$ cat src/rtl/mode_sequencer.sv
// Mode-select sequencer: steps through enabled modes on button edges.
// Optional auto-repeat while a button is held: define MODE_SEQ_AUTO_REPEAT_EN.
module mode_sequencer #(
    parameter int          NUM_MODES   = 3,
    parameter int          RESET_MODE  = 0,
    parameter logic [31:0] HOLD_CYCLES = 32'd50_000_000,
    localparam int         MW          = $clog2(NUM_MODES)
) (
    input  logic                 clk,
    input  logic                 reset,
    input  logic                 next_bt,
    input  logic                 prev_bt,
    input  logic [NUM_MODES-1:0] mode_en,
    output logic [MW-1:0]        mode_sel,
    output logic [NUM_MODES-1:0] mode_onehot,
    output logic                 mode_changed
);

    localparam logic [NUM_MODES-1:0] ONE = {{(NUM_MODES-1){1'b0}}, 1'b1};

    if (NUM_MODES < 2 || NUM_MODES > 16 || RESET_MODE < 0 ||
        RESET_MODE >= NUM_MODES || HOLD_CYCLES == 32'd0) begin : g_bad_param
        $error("mode_sequencer: illegal parameter combination");
    end

    typedef enum logic {
        ST_IDLE,
        ST_HELD
    } state_t;

    state_t               r_state;
    state_t               w_state_nxt;
    logic                 r_dir;
    logic                 w_dir_nxt;
    logic                 r_next_q;
    logic                 r_prev_q;
    logic [MW-1:0]        r_mode;
    logic [MW-1:0]        w_mode_nxt;
    logic [NUM_MODES-1:0] r_onehot;
    logic                 r_changed;

    logic                 w_next_edge;
    logic                 w_prev_edge;
    logic                 w_btn_ok;
    logic                 w_active_lvl;
    logic                 w_others;
    logic                 w_cur_en;
    logic                 w_reloc;
    logic                 w_step;
    logic                 w_step_up;
    logic [MW-1:0]        w_seek_up;
    logic [MW-1:0]        w_seek_dn;

`ifdef MODE_SEQ_AUTO_REPEAT_EN
    logic [31:0]          r_cnt;
    logic [31:0]          w_cnt_nxt;
`endif

    // Nearest enabled mode other than cur, searching up or down with wrap.
    function automatic logic [MW-1:0] f_seek(
        input logic [MW-1:0]        cur,
        input logic [NUM_MODES-1:0] en,
        input logic                 up
    );
        logic [MW-1:0] res;
        int            s;
        res = cur;
        for (int i = NUM_MODES - 1; i >= 1; i--) begin
            s = up ? int'(cur) + i : int'(cur) + NUM_MODES - i;
            if (s >= NUM_MODES) begin
                s = s - NUM_MODES;
            end
            if (en[s]) begin
                res = MW'(s);
            end
        end
        return res;
    endfunction

    assign w_next_edge  = next_bt & ~r_next_q;
    assign w_prev_edge  = prev_bt & ~r_prev_q;
    assign w_others     = |(mode_en & ~r_onehot);
    assign w_cur_en     = |(mode_en & r_onehot);
    assign w_reloc      = ~w_cur_en & w_others;
    assign w_btn_ok     = (w_next_edge ^ w_prev_edge) & ~w_reloc;
    assign w_active_lvl = r_dir ? next_bt : prev_bt;
    assign w_seek_up    = f_seek(r_mode, mode_en, 1'b1);
    assign w_seek_dn    = f_seek(r_mode, mode_en, 1'b0);

    always_comb begin
        w_state_nxt = r_state;
        w_dir_nxt   = r_dir;
        w_mode_nxt  = r_mode;
        w_step      = 1'b0;
        w_step_up   = 1'b0;
`ifdef MODE_SEQ_AUTO_REPEAT_EN
        w_cnt_nxt   = r_cnt;
`endif
        unique case (r_state)
            ST_IDLE: begin
                if (w_btn_ok) begin
                    w_state_nxt = ST_HELD;
                    w_dir_nxt   = w_next_edge;
                    w_step      = 1'b1;
                    w_step_up   = w_next_edge;
`ifdef MODE_SEQ_AUTO_REPEAT_EN
                    w_cnt_nxt   = 32'd0;
`endif
                end
            end
            ST_HELD: begin
                if (w_btn_ok) begin
                    w_dir_nxt   = w_next_edge;
                    w_step      = 1'b1;
                    w_step_up   = w_next_edge;
`ifdef MODE_SEQ_AUTO_REPEAT_EN
                    w_cnt_nxt   = 32'd0;
`endif
                end else if (!w_active_lvl) begin
                    w_state_nxt = ST_IDLE;
`ifdef MODE_SEQ_AUTO_REPEAT_EN
                    w_cnt_nxt   = 32'd0;
                end else if (r_cnt == HOLD_CYCLES - 32'd1) begin
                    w_cnt_nxt   = 32'd0;
                    w_step      = 1'b1;
                    w_step_up   = r_dir;
                end else begin
                    w_cnt_nxt   = r_cnt + 32'd1;
`endif
                end
            end
            default: begin
                w_state_nxt = ST_IDLE;
            end
        endcase
        // Relocation off a disabled mode overrides any button step.
        if (w_reloc) begin
            w_mode_nxt = w_seek_up;
        end else if (w_step && w_others) begin
            w_mode_nxt = w_step_up ? w_seek_up : w_seek_dn;
        end
    end

    always_ff @(posedge clk) begin
        if (reset) begin
            r_state   <= ST_IDLE;
            r_dir     <= 1'b1;
            r_next_q  <= 1'b1;
            r_prev_q  <= 1'b1;
            r_mode    <= MW'(RESET_MODE);
            r_onehot  <= ONE << RESET_MODE;
            r_changed <= 1'b0;
        end else begin
            r_state   <= w_state_nxt;
            r_dir     <= w_dir_nxt;
            r_next_q  <= next_bt;
            r_prev_q  <= prev_bt;
            r_mode    <= w_mode_nxt;
            r_onehot  <= ONE << w_mode_nxt;
            r_changed <= (w_mode_nxt != r_mode);
        end
    end

`ifdef MODE_SEQ_AUTO_REPEAT_EN
    always_ff @(posedge clk) begin
        if (reset) begin
            r_cnt <= 32'd0;
        end else begin
            r_cnt <= w_cnt_nxt;
        end
    end
`endif

    assign mode_sel     = r_mode;
    assign mode_onehot  = r_onehot;
    assign mode_changed = r_changed;

endmodule

$ cat config.mk
export PLATFORM = sky130hd
export DESIGN_NAME = mode_sequencer
export DESIGN_NICKNAME = d
export VERILOG_FILES = /design/src/rtl/mode_sequencer.sv
export SDC_FILE = /design/constraint.sdc
export NUM_CORES = 1
export LEC_CHECK = 0
export ABC_AREA = 1
export BUFFER_PORTS_ARGS = -buffer_cell sky130_fd_sc_hd__clkbuf_2
export CORE_UTILIZATION = 45
export DETAILED_ROUTE_END_ITERATION = 16
export PLACE_DENSITY_LB_ADDON = 0.3
export SETUP_SLACK_MARGIN = 0.5
export SLEW_MARGIN = 20
export SYNTH_ARGS = -nofsm -noshare
export SYNTH_HDL_FRONTEND = slang
export SYNTH_SLANG_ARGS = --single-unit
$ cat constraint.sdc
create_clock -name clk -period 2.8 [get_ports clk]
set_input_delay 0.42 -clock clk [delete_from_list [all_inputs] [get_ports clk]]
set_output_delay 0.42 -clock clk [all_outputs]
set_load 0.005 [all_outputs]
After elaboration in Yosys (flattened, before gate mapping) --
Index checks and enable logic that the tools add are counted.
Word-level totals: bits in registers 8, word-level logic and storage cells 64
Operators by class: add/subtract/negate cells 9, shifts and indexed selects 1, $lt $le $gt $ge 8, equal/unequal tests 1, reductions and logical operators 3, mux-type cells 25, bitwise operators 12
Operators by type and width (number):
- $lt A32 B4 Y1 const B | 4
- $mux W32 | 4
- $sub A32 B3 Y32 const B | 4
- $ge A32 B3 Y1 const B | 3
- $mux W2 | 7
- $mux W1 | 10
- $bmux W1 S2 | 4
- $add A2 B2 Y3 const B | 2
- $and A3 B3 Y3 | 2
- $reduce_or A3 Y1 | 2
- $sub A4 B3 Y5 const B | 1
- $and A1 B1 Y1 | 4
- $ge A4 B3 Y1 const B | 1
- $not A1 Y1 | 4
- $sub A3 B1 Y4 const B | 1
- $add A2 B1 Y3 const B | 1
- $not A3 Y3 | 1
- $shl A1 B2 Y3 const A | 1
- $ne A2 B2 Y1 | 1
- $logic_and A1 B1 Y1 | 1
- $xor A1 B1 Y1 | 1

Depth between registers and ports, before layout --
word-level depth 13, mapped depth 14, mapped depth without buffers 14

Worst setup path after synthesis --
No wires, ideal clock.
path type reg2reg, start register r_mode[0], in the netlist mode_sel[0], end register r_changed, in the netlist mode_changed, buffers on the path 0, setup time 114 ps, period minus slack after synthesis 1756 ps, stages on the path, launching flop included 13, setup slack 1044 ps, data required time 2686 ps, arrival time 1643 ps, cells stage by stage dfxtp_1 -> inv_1 -> ha_1 -> o21ai_0 -> nand2_2 -> nor2_1 -> nand3_1 -> nand2_1 -> nand2_2 -> nand3_2 -> nand2_1 -> nand2_1 -> a21oi_2
On the way: cells in the longest elaborated chain, start to end 13, elaborated cells on any way between the ends 37, classes of those cells add/sub (9); order compare (4); eq/ne (1); mux (23)
Ends and longest elaborated chain:
- from (decl) | line 37 | logic [MW-1:0] r_mode;
- from (signal assigned) | line 150 | r_mode <= MW'(RESET_MODE);
- from (signal assigned) | line 158 | r_mode <= w_mode_nxt;
- $add A2 B2 Y3 | line 69 | s = up ? int'(cur) + i : int'(cur) + NUM_MODES - i;
- $sub A32 B3 Y32 | line 69
- $sub A32 B3 Y32 or $ge A32 B3 Y1 (tied branches) | line 71, 70
- $mux W32 | line 70 | if (s >= NUM_MODES) begin
- $bmux W1 S2 | line 73 | if (en[s]) begin
- $mux W1 (not written as such) (2 in a row) | line 73
- $mux W2 (2 in a row) | line 73
- $mux W2 | line 140 | w_mode_nxt = w_step_up ? w_seek_up : w_seek_dn;
- $mux W2 | line 139 | end else if (w_step && w_others) begin
- $mux W2 | line 137 | if (w_reloc) begin
- $ne A2 B2 Y1 (*) | line 160 | r_changed <= (w_mode_nxt != r_mode);
- to (signal assigned) | line 160
- to (decl) | line 40 | logic r_changed;
Mark *: on every way between the ends. The rest lies on a longest branch, timed or not. The select of a mux whose other input is x is not followed. A chain may end at the register's enable or synchronous reset.

Worst setup path after layout --
Same ends and word-level chain as after synthesis.

==> metrics.txt <==
status finished, final reports clean; sequential cell area fraction in the yosys report 0.269; Area contributors post-synth dfxtp_1 (27%), nand2_1 (24%), inv_1 (13%), nor2_1 (6.9%), nand3_1 (6.7%); count of cell types in the netlist 13; CTS sink cnt 8; Post-synth EDFFs 0; crit path max fanout 6; Final nets 129; vias per cell 4.88; switch share 0.477; htree depth 1; unrepaired setup endpoints after global routing no; Final ANT Viol Nets 0; Worst Setup End Kind flip-flop; worst hold path class in2reg; vias in the first global route 540; post-cts repair resize count 0; Die H 38.3 um; FF-to-FF Start mode_sel[0]$_SDFF_PP0_; largest net degree at the start of global routing 7; initial antenna violation count 0; switching pwr 0.000315 W; Clock Skew 0.000994 ns; Yosys reg bits 8; GRT overflow 0; post-synthesis mux area share 0; Die W 38.3 um; most frequent cell after synthesis nand2_1; Gate power share 0.613; setup_tns 0 ns; Simple-Gate Fraction of Synth Area 0.520; residual DRC count 0; CTS tree built; xor and xnor area share after synthesis 0; Leakage 0.425 nW; PnR Total Power 0.000659 W; setup ws final 0.870 ns; Max Clk Rate 518 MHz; worst path arrival time 2.07 ns; layout cells sized above 1 0.186; cell area after synthesis 594 um^2; top-area cell type share of the netlist area 0.269; Post-CTS Setup Bufs 0; largest family of logic cells by synthesized area simple AND/OR/NAND/NOR gates; Area growth, synth to finish 16.8%; die area 0.00147 mm^2; worst path required time 2.94 ns; core area 0.00117 mm^2; Reg clk slew, reported paths 0.05 ns; # diodes 0; period utilisation layout 0.689; Worst Tran Pin Value 0.328 ns; post-synth top area cell dfxtp_1; PD cells 949 mW/mm^2; Tmin final 1.93 ns; number of synthesis warnings 0; Max IR drop VDD 498 uV; Clock Power Share 0.126; critical path class reg2reg; Initial DRC Count 10; dpl hpwl 1060 um; Final Max Tran Viols 0; Cells after Synth 103; GPL Wtd Cong 0.841; synthesized area per cell 5.77 um^2; Worst Setup SP mode_sel[0]$_SDFF_PP0_; # IOs 13; Pre-antenna DRT Iters 4; DR WL/cell 9.33 um; max_slew headroom 0.779; Synth Area in Compound Gates 0.0421; post-synthesis adder-cell area fraction 0.0421; top_reg_cell synth dfxtp_1; commonest cells in the synthesized netlist nand2_1 (38), inv_1 (20), nor2_1 (11); CTS Buf Count 3; final WL 1230 um; Core Rows 12; asr flop ratio synth 0; final setup violation count 0; root buf cell clkbuf_4; first-pass GRT wire length 2110 um; Flop pwr share 0.261; syn_nets 112; Placement Setup Slack 0.897 ns; Critical Path Source Type flip-flop; Initial Util 0.507; vias post-DR 644; clock latency on the worst-skew pair 0.24 ns; Final Hold Vio Count 0; Internal 0.000345 W; HP Start reset; port buffer count 12; Max-cap violations 0; hold_buf cts 0; Total Routing Usage GR 0.208; Clock Tree Buf Depth 2
-- logic make-up (layout without fill, tap and decap cells) --
group / Yosys count / count (layout)
buffers and inverters: 20 / 35
AND/OR/NAND/NOR: 69 / 69
adder cells (fa/ha/maj): 2 / 2
flip-flops: 8 / 8
AO/OA/AOI/OAI: 4 / 4
-- layer usage --
| layer | vias to the layer above | GRT usage | part of all wire |
|---|---|---|---|
| met1 | 284 | 0.254 | 0.50 |
| li1 | 349 | - | - |
| met5 | - | 0 | 0 |
| met4 | 0 | 0.103 | 0.0049 |
| met2 | 9 | 0.347 | 0.47 |
| met3 | 2 | 0.0349 | 0.024 |
-- power groups by stage --
stage                     clock (W)  sequential (W)  combinational, W
after floorplan                   0        0.000172          0.000310
after global placement            0        0.000173          0.000397
after detailed placement          0        0.000174          0.000403
after CTS                 0.0000867        0.000172          0.000405
after global routing      0.0000952        0.000176          0.000466
final                     0.0000832        0.000172          0.000404
-- worst max-delay path: stages (launching register included) --
cell,delay (ns)
dfxtp_1,0.39
inv_1,0.10
ha_1,0.38
inv_1,0.11
nand2_1,0.07
nand3_1,0.08
nand2_2,0.08
nor2_1,0.13
nand3_1,0.08
nand2_1,0.08
nand2_2,0.07
nand3_2,0.09
nand2_1,0.05
nand2_1,0.07
a21oi_2,0.05
-- cell usage in the layout, fill, tap and decap left out --
cell      instances
nand2_1          38
inv_1            20
clkbuf_2         12
nor2_1           11
nand3_1           8
dfxtp_1           8
nand4_1           4
nand2_2           4
clkbuf_4          3
nand3_2           2
o21ai_0           2
nand3b_1          2
ha_1              2
a31oi_1           1
a21oi_2           1
-- registers in the layout, indices dropped and copies added, names as in the netlist --
register and cells:
mode_sel 2, mode_onehot 3, r_next_q 1, mode_changed 1
r_prev_q 1
-- metrics by stage --
step | hold WS [ns] | area, um^2 | utilization | cells
2_1_floorplan | 0.482 | 594 | - | 103
3_3_place_gp | 0.612 | 672 | 0.574 | 129
3_5_place_dp | 0.617 | 672 | 0.574 | 129
4_1_cts | 0.353 | 694 | 0.593 | 132
5_1_grt | 0.354 | 694 | 0.593 | 132
6_report | 0.361 | 694 | 0.593 | 132
-- worst paths after layout --
kind                                                 to  slack, ns  depth (start not counted)
worst max register to register  mode_changed$_SDFF_PP0_       0.87                         14
worst min-delay path            mode_changed$_SDFF_PP0_       0.36                          2
worst min register to register  mode_changed$_SDFF_PP0_       0.65                          3
worst max-delay path            mode_changed$_SDFF_PP0_       0.87                         14
-- layout make-up --
| class | instances | area [um^2] |
|---|---|---|
| Clock buffer | 3 | 22.5 |
| Multi-Input combinational cell | 75 | 359 |
| Inverter | 20 | 75.1 |
| Timing Repair Buffer | 12 | 60.1 |
| Tap cell | 14 | 17.5 |
| Fill cell | 121 | 477 |
| Sequential cell | 8 | 160 |
Power figures use the tool's default switching activity.
